==> src/rtl/pipelined_iir.sv <==
// Second-order high-pass IIR in Direct Form II. One sample per clock.
// The recursive state update closes in one cycle; the feed-forward taps are pipelined.
module pipelined_iir #(
  parameter int DATA_W  = 16,
  parameter int COEF_W  = 16,
  parameter int FRAC    = 14,
  parameter int STATE_W = 24,
  parameter int B0      = 13117,
  parameter int B1      = -26234,
  parameter int B2      = 13117,
  parameter int A1      = -25576,
  parameter int A2      = 10508
) (
  input  logic              clk,
  input  logic              reset,
  input  logic [DATA_W-1:0] x,
  output logic [DATA_W-1:0] y
);

  localparam int ProdW = STATE_W + COEF_W;
  localparam int AccW  = ProdW + 2;

  localparam logic signed [COEF_W-1:0] CoefB0 = COEF_W'(B0);
  localparam logic signed [COEF_W-1:0] CoefB1 = COEF_W'(B1);
  localparam logic signed [COEF_W-1:0] CoefB2 = COEF_W'(B2);
  localparam logic signed [COEF_W-1:0] CoefA1 = COEF_W'(A1);
  localparam logic signed [COEF_W-1:0] CoefA2 = COEF_W'(A2);

  // Clamp limits sign-extended to accumulator width for direct comparison.
  localparam logic signed [AccW-1:0] StateMax = {{(AccW-STATE_W+1){1'b0}}, {(STATE_W-1){1'b1}}};
  localparam logic signed [AccW-1:0] StateMin = {{(AccW-STATE_W+1){1'b1}}, {(STATE_W-1){1'b0}}};
  localparam logic signed [AccW-1:0] DataMax  = {{(AccW-DATA_W+1){1'b0}}, {(DATA_W-1){1'b1}}};
  localparam logic signed [AccW-1:0] DataMin  = {{(AccW-DATA_W+1){1'b1}}, {(DATA_W-1){1'b0}}};

  function automatic logic signed [ProdW-1:0] mul(input logic signed [COEF_W-1:0]  c,
                                                  input logic signed [STATE_W-1:0] s);
    return ProdW'(c) * ProdW'(s);
  endfunction

  function automatic logic signed [STATE_W-1:0] sat_state(input logic signed [AccW-1:0] v);
    logic signed [AccW-1:0] r;
    if (v > StateMax) begin
      r = StateMax;
    end else if (v < StateMin) begin
      r = StateMin;
    end else begin
      r = v;
    end
    return r[STATE_W-1:0];
  endfunction

  function automatic logic signed [DATA_W-1:0] sat_data(input logic signed [AccW-1:0] v);
    logic signed [AccW-1:0] r;
    if (v > DataMax) begin
      r = DataMax;
    end else if (v < DataMin) begin
      r = DataMin;
    end else begin
      r = v;
    end
    return r[DATA_W-1:0];
  endfunction

  logic signed [DATA_W-1:0]  x_d, x_q;
  logic signed [STATE_W-1:0] w_d, w_q;
  logic signed [STATE_W-1:0] w_d1_d, w_d1_q;
  logic signed [STATE_W-1:0] w_d2_d, w_d2_q;
  logic signed [ProdW-1:0]   p0_d, p0_q;
  logic signed [ProdW-1:0]   p1_d, p1_q;
  logic signed [ProdW-1:0]   p2_d, p2_q;
  logic signed [DATA_W-1:0]  y_d, y_q;
  logic signed [AccW-1:0]    fb_acc;
  logic signed [AccW-1:0]    ff_acc;

  always_comb begin
    x_d = $signed(x);

    // Feedback: must resolve within this cycle since w_q feeds itself.
    fb_acc = (AccW'(x_q) <<< FRAC) - AccW'(mul(CoefA1, w_q)) - AccW'(mul(CoefA2, w_d1_q));
    w_d    = sat_state(fb_acc >>> FRAC);
    w_d1_d = w_q;
    w_d2_d = w_d1_q;

    p0_d = mul(CoefB0, w_q);
    p1_d = mul(CoefB1, w_d1_q);
    p2_d = mul(CoefB2, w_d2_q);

    ff_acc = AccW'(p0_q) + AccW'(p1_q) + AccW'(p2_q);
    y_d    = sat_data(ff_acc >>> FRAC);
  end

  always_ff @(posedge clk or negedge reset) begin
    if (!reset) begin
      x_q    <= '0;
      w_q    <= '0;
      w_d1_q <= '0;
      w_d2_q <= '0;
      p0_q   <= '0;
      p1_q   <= '0;
      p2_q   <= '0;
      y_q    <= '0;
    end else begin
      x_q    <= x_d;
      w_q    <= w_d;
      w_d1_q <= w_d1_d;
      w_d2_q <= w_d2_d;
      p0_q   <= p0_d;
      p1_q   <= p1_d;
      p2_q   <= p2_d;
      y_q    <= y_d;
    end
  end

  assign y = y_q;

endmodule

==> config.mk <==
export PLATFORM = sky130hd
export DESIGN_NAME = pipelined_iir
export DESIGN_NICKNAME = d
export VERILOG_FILES = /design/src/rtl/pipelined_iir.sv
export SDC_FILE = /design/constraint.sdc
export NUM_CORES = 2
export LEC_CHECK = 0
export ABC_AREA = 0
export BUFFER_PORTS_ARGS = -buffer_cell sky130_fd_sc_hd__buf_2
export CAP_MARGIN = 20
export CORE_ASPECT_RATIO = 0.7
export CORE_UTILIZATION = 44
export DETAILED_ROUTE_END_ITERATION = 8
export GPL_ROUTABILITY_DRIVEN = 1
export PLACE_DENSITY = 0.6
export RECOVER_POWER = 100
export SETUP_SLACK_MARGIN = 0.1
export SYNTH_ARGS = -nofsm -noshare
export SYNTH_HDL_FRONTEND = slang
export SYNTH_SLANG_ARGS = --single-unit
==> constraint.sdc <==
create_clock -name clk -period 10.2 [get_ports clk]
set_clock_uncertainty 0.1 [all_clocks]
set_input_delay 1.53 -clock clk [delete_from_list [all_inputs] [get_ports clk]]
set_output_delay 1.53 -clock clk [all_outputs]
set_load 0.02 [all_outputs]
* After elaboration in Yosys (flattened, before gate mapping) *
Cells that the tools add are included.

word-level totals
  input bits = 18
  word-level logic and storage cells = 25
  bits in registers = 221
  output and inout bits = 16

operators by class
  multipliers = 5
  $add $sub $neg = 4
  mux-type cells = 4
  magnitude comparators = 4

operators by type and width
  operator                count
  $mul 15x24->39 const A  3
  $mul 13x24->37 const A  2
  $mux 24                 2
  $add 41x39->42          1
  $sub 41x39->42          1
  $add 39x40->41          1
  $sub 30x40->41          1
  $mux 16                 2
  $gt 28x16->1 const B    1
  $gt 28x24->1 const B    1
  $lt 28x16->1 const B    1
  $lt 28x24->1 const B    1

* Longest topological paths before layout *
  word-level depth = 6
  gate-level depth with buffers = 37
  gate-level depth less buffers = 35

* Least setup slack after synthesis *
No wires, ideal clock.

  path kind = register -> register
  start point = reg w_q[5], in the netlist w_d1_d[5]
  end point = reg w_q[10], in the netlist w_d1_d[10]
  buffers on the path = 2
  cell stages (with the launch flop) = 36
  slack = 1,259 ps
  data arrival time = 8,707 ps
  period minus slack after synthesis = 8,941 ps
  setup time = 135 ps
  cell sequence = dfrtp_1 > fa_1 > inv_1 > fa_1 > fa_1 > inv_1 > fa_1 > fa_1 > ha_1 > ha_1 > nand3_1 > nor2_1 > and3_1 > a211oi_1 > o21ai_1 > o31a_1 > o21ai_1 > a21boi_0 > or4b_1 > o2111ai_1 > fa_1 > inv_1 > ha_1 > clkbuf_1 > a21o_1 > a21o_1 > a21oi_1 > a21boi_1 > o21ai_0 > nand2b_1 > nor2b_1 > o31a_1 > or3_1 > a41oi_1 > buf_6 > o22ai_1

on the way
  longest elaborated chain between the ends = 6
  elaborated cells between the ends (all ways) = 7
  classes of those cells = 2 x add/sub; 1 x mul; 2 x order compare; 2 x mux

RTL lines
  what                    line  RTL
  from (decl)             65    logic signed [STATE_W-1:0] w_d, w_q;
  from (signal assigned)  104   w_q <= w_d;
  $mul 13x24->37 *        37    return ProdW'(c) * ProdW'(s);
  $sub 30x40->41 *        79    fb_acc = (AccW'(x_q) <<< FRAC) - AccW'(mul(CoefA1, w_q)) - AccW'(mul(CoefA2, w_d1_q));
  $sub 41x39->42 *        79
  $lt 28x24->1            44    end else if (v < StateMin) begin
  $mux 24                 44
  $mux 24 *               42    if (v > StateMax) begin
  named net w_d[10]       65

Mark *: on every way through the listed nets, which the timed path passes. The rest lies on a longest branch.

* Worst setup path after layout *
  start point = reg w_q[4], in the netlist w_d1_d[4]
  end point = reg w_q[14], in the netlist w_d1_d[14]

The elaborated chain is that of the path after synthesis.

==> results.txt <==
In the routed design, unresolved DRC markers number 0. The length of the first detailed-routing pass in iterations came out at 6. The hold slack is 482 ps. The count of antenna diodes in the layout came out at 0. The total routing usage reported by global routing is 22.4%. The final wirelength is 98500 um. Dividing the detail-routed via count by the number of cells gives 5.08. The endpoint required time on the critical path is 10550 ps.

Counting stages on the worst path, the most repeated cell is fa_1. The worst-margin pin slew came out at 6020 ps. Ranked by total cell area, the synthesized netlist is headed by fa_1 (31%), ha_1 (23%), dfrtp_1 (14%), inv_1 (10%), xnor2_1 (3.5%). The cell at the root of the clock tree is clkbuf_16. The slowest cell on the critical path is fa_1. The largest area contributor in the netlist is fa_1. The total of warnings raised by yosys came out at 0. The number of clock buffers inserted by TritonCTS came out at 30. The pin count of the biggest net entering global routing is 104. Along the worst path, the maximum fanout reaches 23. The run finished, with violations left. The mean cell area of the mapped netlist is 9.79 um2. The relative area change from synthesis to final layout came out at 6.78%. For this run, the leading register cell type out of synthesis is dfrtp_1.

The path class of the tightest hold or removal check is flip-flop to flip-flop. The post-route antenna net violation count came out at 0. The initial antenna violation count came out at 0.

When the netlist entered floorplanning its net count stood at 5483. The buffers inserted during post-CTS setup optimization came out at 0. The total congestion overflow after global routing came out at 0.

The max-slew violation total from the final report came out at 242. The headroom to the max-slew limit came out at -301%. The source-to-sink clock delay at the later pin of the worst-skew pair is 620 ps. The sequential element share of the synthesized area is 13.5%. After legalization and detailed placement, the total HPWL measured 85200 um. Setup repair after global routing left no endpoint under its margin.

The total standard cell area after synthesis came out at 0.0403 mm2. The number of global-route vias before repair came out at 27700. STA classifies the critical path endpoint as a flip-flop. In the final design database the tool counted 5544 nets. The standard cell core area came out at 0.0904 mm2. The top cell types in the final layout, fill and taps aside, are inv_1 (1104), ha_1 (731), fa_1 (621), dfrtp_1 (214), a21oi_1 (213).

The global placer's final weighted congestion came out at 0.974. The share of the core filled with cells came out at 47.6%. The count of final setup violators is 0. The final critical delay including setup and external delays came out at 9640 ps. The count of mapped cells out of synthesis came out at 4113. After detailed routing, the average wire length per cell comes to 18.2 um. The count of port buffers added during placement came out at 33. The floorplan has 92 rows. The checks that failed: max-capacitance violations, max-slew violations. The number of enable-type register cells in the synthesized netlist is 0. The share of the clock period used by the worst path came out at 94.5%. The number of I/O pins is 34.

The first-iteration detailed-routing DRC count is 1855. The die extent in x came out at 364 um. The max capacitance violation total is 5. The data arrival time of the critical path is 9990 ps.

The detailed-route via count came out at 27500. The starting utilization of the core area is 44.6%. The overall die area is 0.0927 mm2. STA classifies the critical path startpoint as a flip-flop. After clock tree synthesis, the clock-pin slew on the worst setup and hold paths is 70 ps. The unique cell type count in the Yosys netlist is 76. The critical path start-end classification is flip-flop to flip-flop. In the final timing run, aggregate negative setup slack is 0 ps.

The fraction of final layout cells sized beyond drive strength 1 is 2.76%. The biggest cell delay along the critical path is 560 ps. The share of synthesized registers carrying an async set or reset came out at 100%. The first global-routing pass estimated 159000 um of wire. The largest buffer count on any clock path is 3. The H-tree depth came out at 1.

The TritonCTS clock tree is built. The chip height is 255 um. The maximum clock frequency is 0.104 GHz. In this run, synthesis produced a sequential element count of 218.

Leaving out fill and tap cells, the most frequent cell in the layout is inv_1. The count of endpoints failing hold in the final timing report came out at 0. The number of sinks on the clock net is 218.

After synthesis, the largest area contributor takes up 30.9% of total cell area.
[Yosys cell counts, types with 20 or more instances]
cell and number:
o21a_1 23, ha_1 731, nor3_1 31, a21o_1 107, clkbuf_1 20, a31oi_1 23
nor2_1 124, nor2b_1 30, o22ai_1 26, inv_1 1104, fa_1 621, nand2_1 114
o21bai_1 23, a211oi_1 23, xor2_1 102, nand3_1 56, nand2b_1 24, dfrtp_1 218
xnor2_1 159, a21oi_1 213, o21ai_0 106, and3_1 21
[worst max-delay path: cells and delay by family (launching register included)]
| family | cells | cell delay [ps] |
|---|---|---|
| AO/OA/AOI/OAI | 15 | 3300 |
| XOR/XNOR | 2 | 340 |
| adder cells (fa/ha/maj) | 9 | 4100 |
| buffers and inverters | 4 | 420 |
| flip-flops | 1 | 510 |
| AND/OR/NAND/NOR | 4 | 660 |
[repair_timing]
item | CTS | global route
setup endpoints to repair | 0 | 23
gates resized for setup | 0 | 7
hold buffers | 0 | 0
[state kept, by name, summed over array words and instances, names as in the netlist]
register	count
w_d1_d	24
p2_q	39
p0_q	39
w_d2_q	24
w_d1_q	22
x_q	16
y	16
p1_q	38
[metrics by stage]
stage               worst slack [ps]  cells  area (um2)
floorplan                       1260   4113       40300
global placement                 703   5364       42000
detailed placement               518   5364       42000
CTS                              459   5420       43100
global route                    70.9   5420       43000
finish                           562   5420       43000
[kinds of logic after synthesis]
| group | synth area share, % |
|---|---|
| mux | 0.280 |
| xor+xnor | 5.68 |
| compound gates | 10.5 |
| flops | 13.5 |
| buf+inv | 10.6 |
| fa+ha+maj | 53.6 |
| simple gates | 5.74 |
[per-layer routing]
layer | vias to the layer above | track usage [%] | wire length (um)
li1 | 13200 | - | -
met1 | 13600 | 35.5 | 51500
met2 | 594 | 31.2 | 39000
met3 | 73 | 4.87 | 6500
met4 | 2 | 3.23 | 1490
met5 | - | 0.980 | 118
[final timing paths]
path / to / startpoint / cells after the start / slack (ps)
worst max-delay path: w_d1_d[14]$_DFF_PN0_ / w_d1_d[4]$_DFF_PN0_ / 34 / 560
worst min register to register: w_d1_q[2]$_DFF_PN0_ / w_d1_d[2]$_DFF_PN0_ / 0 / 480
worst max register to register: w_d1_d[14]$_DFF_PN0_ / w_d1_d[4]$_DFF_PN0_ / 34 / 560
max in group asynchronous: w_d1_d[23]$_DFF_PN0_ / reset / 2 / 1980
min in group asynchronous: x_q[5]$_DFF_PN0_ / reset / 1 / 3030
worst min-delay path: w_d1_q[2]$_DFF_PN0_ / w_d1_d[2]$_DFF_PN0_ / 0 / 480
[cell type report]
| type | count | area (um2) |
|---|---|---|
| Inverter | 1106 | 4150 |
| Clock buffer | 36 | 825 |
| Sequential cell | 218 | 5460 |
| Tap cell | 1222 | 1530 |
| Timing Repair Buffer | 55 | 270 |
| Clock inverter | 20 | 225 |
| Fill cell | 8664 | 47400 |
| Multi-Input combinational cell | 2763 | 30500 |
Power is left out: the tool's default activity adds up to more than one toggle a clock period on the data nets, which glitch-free logic cannot reach.
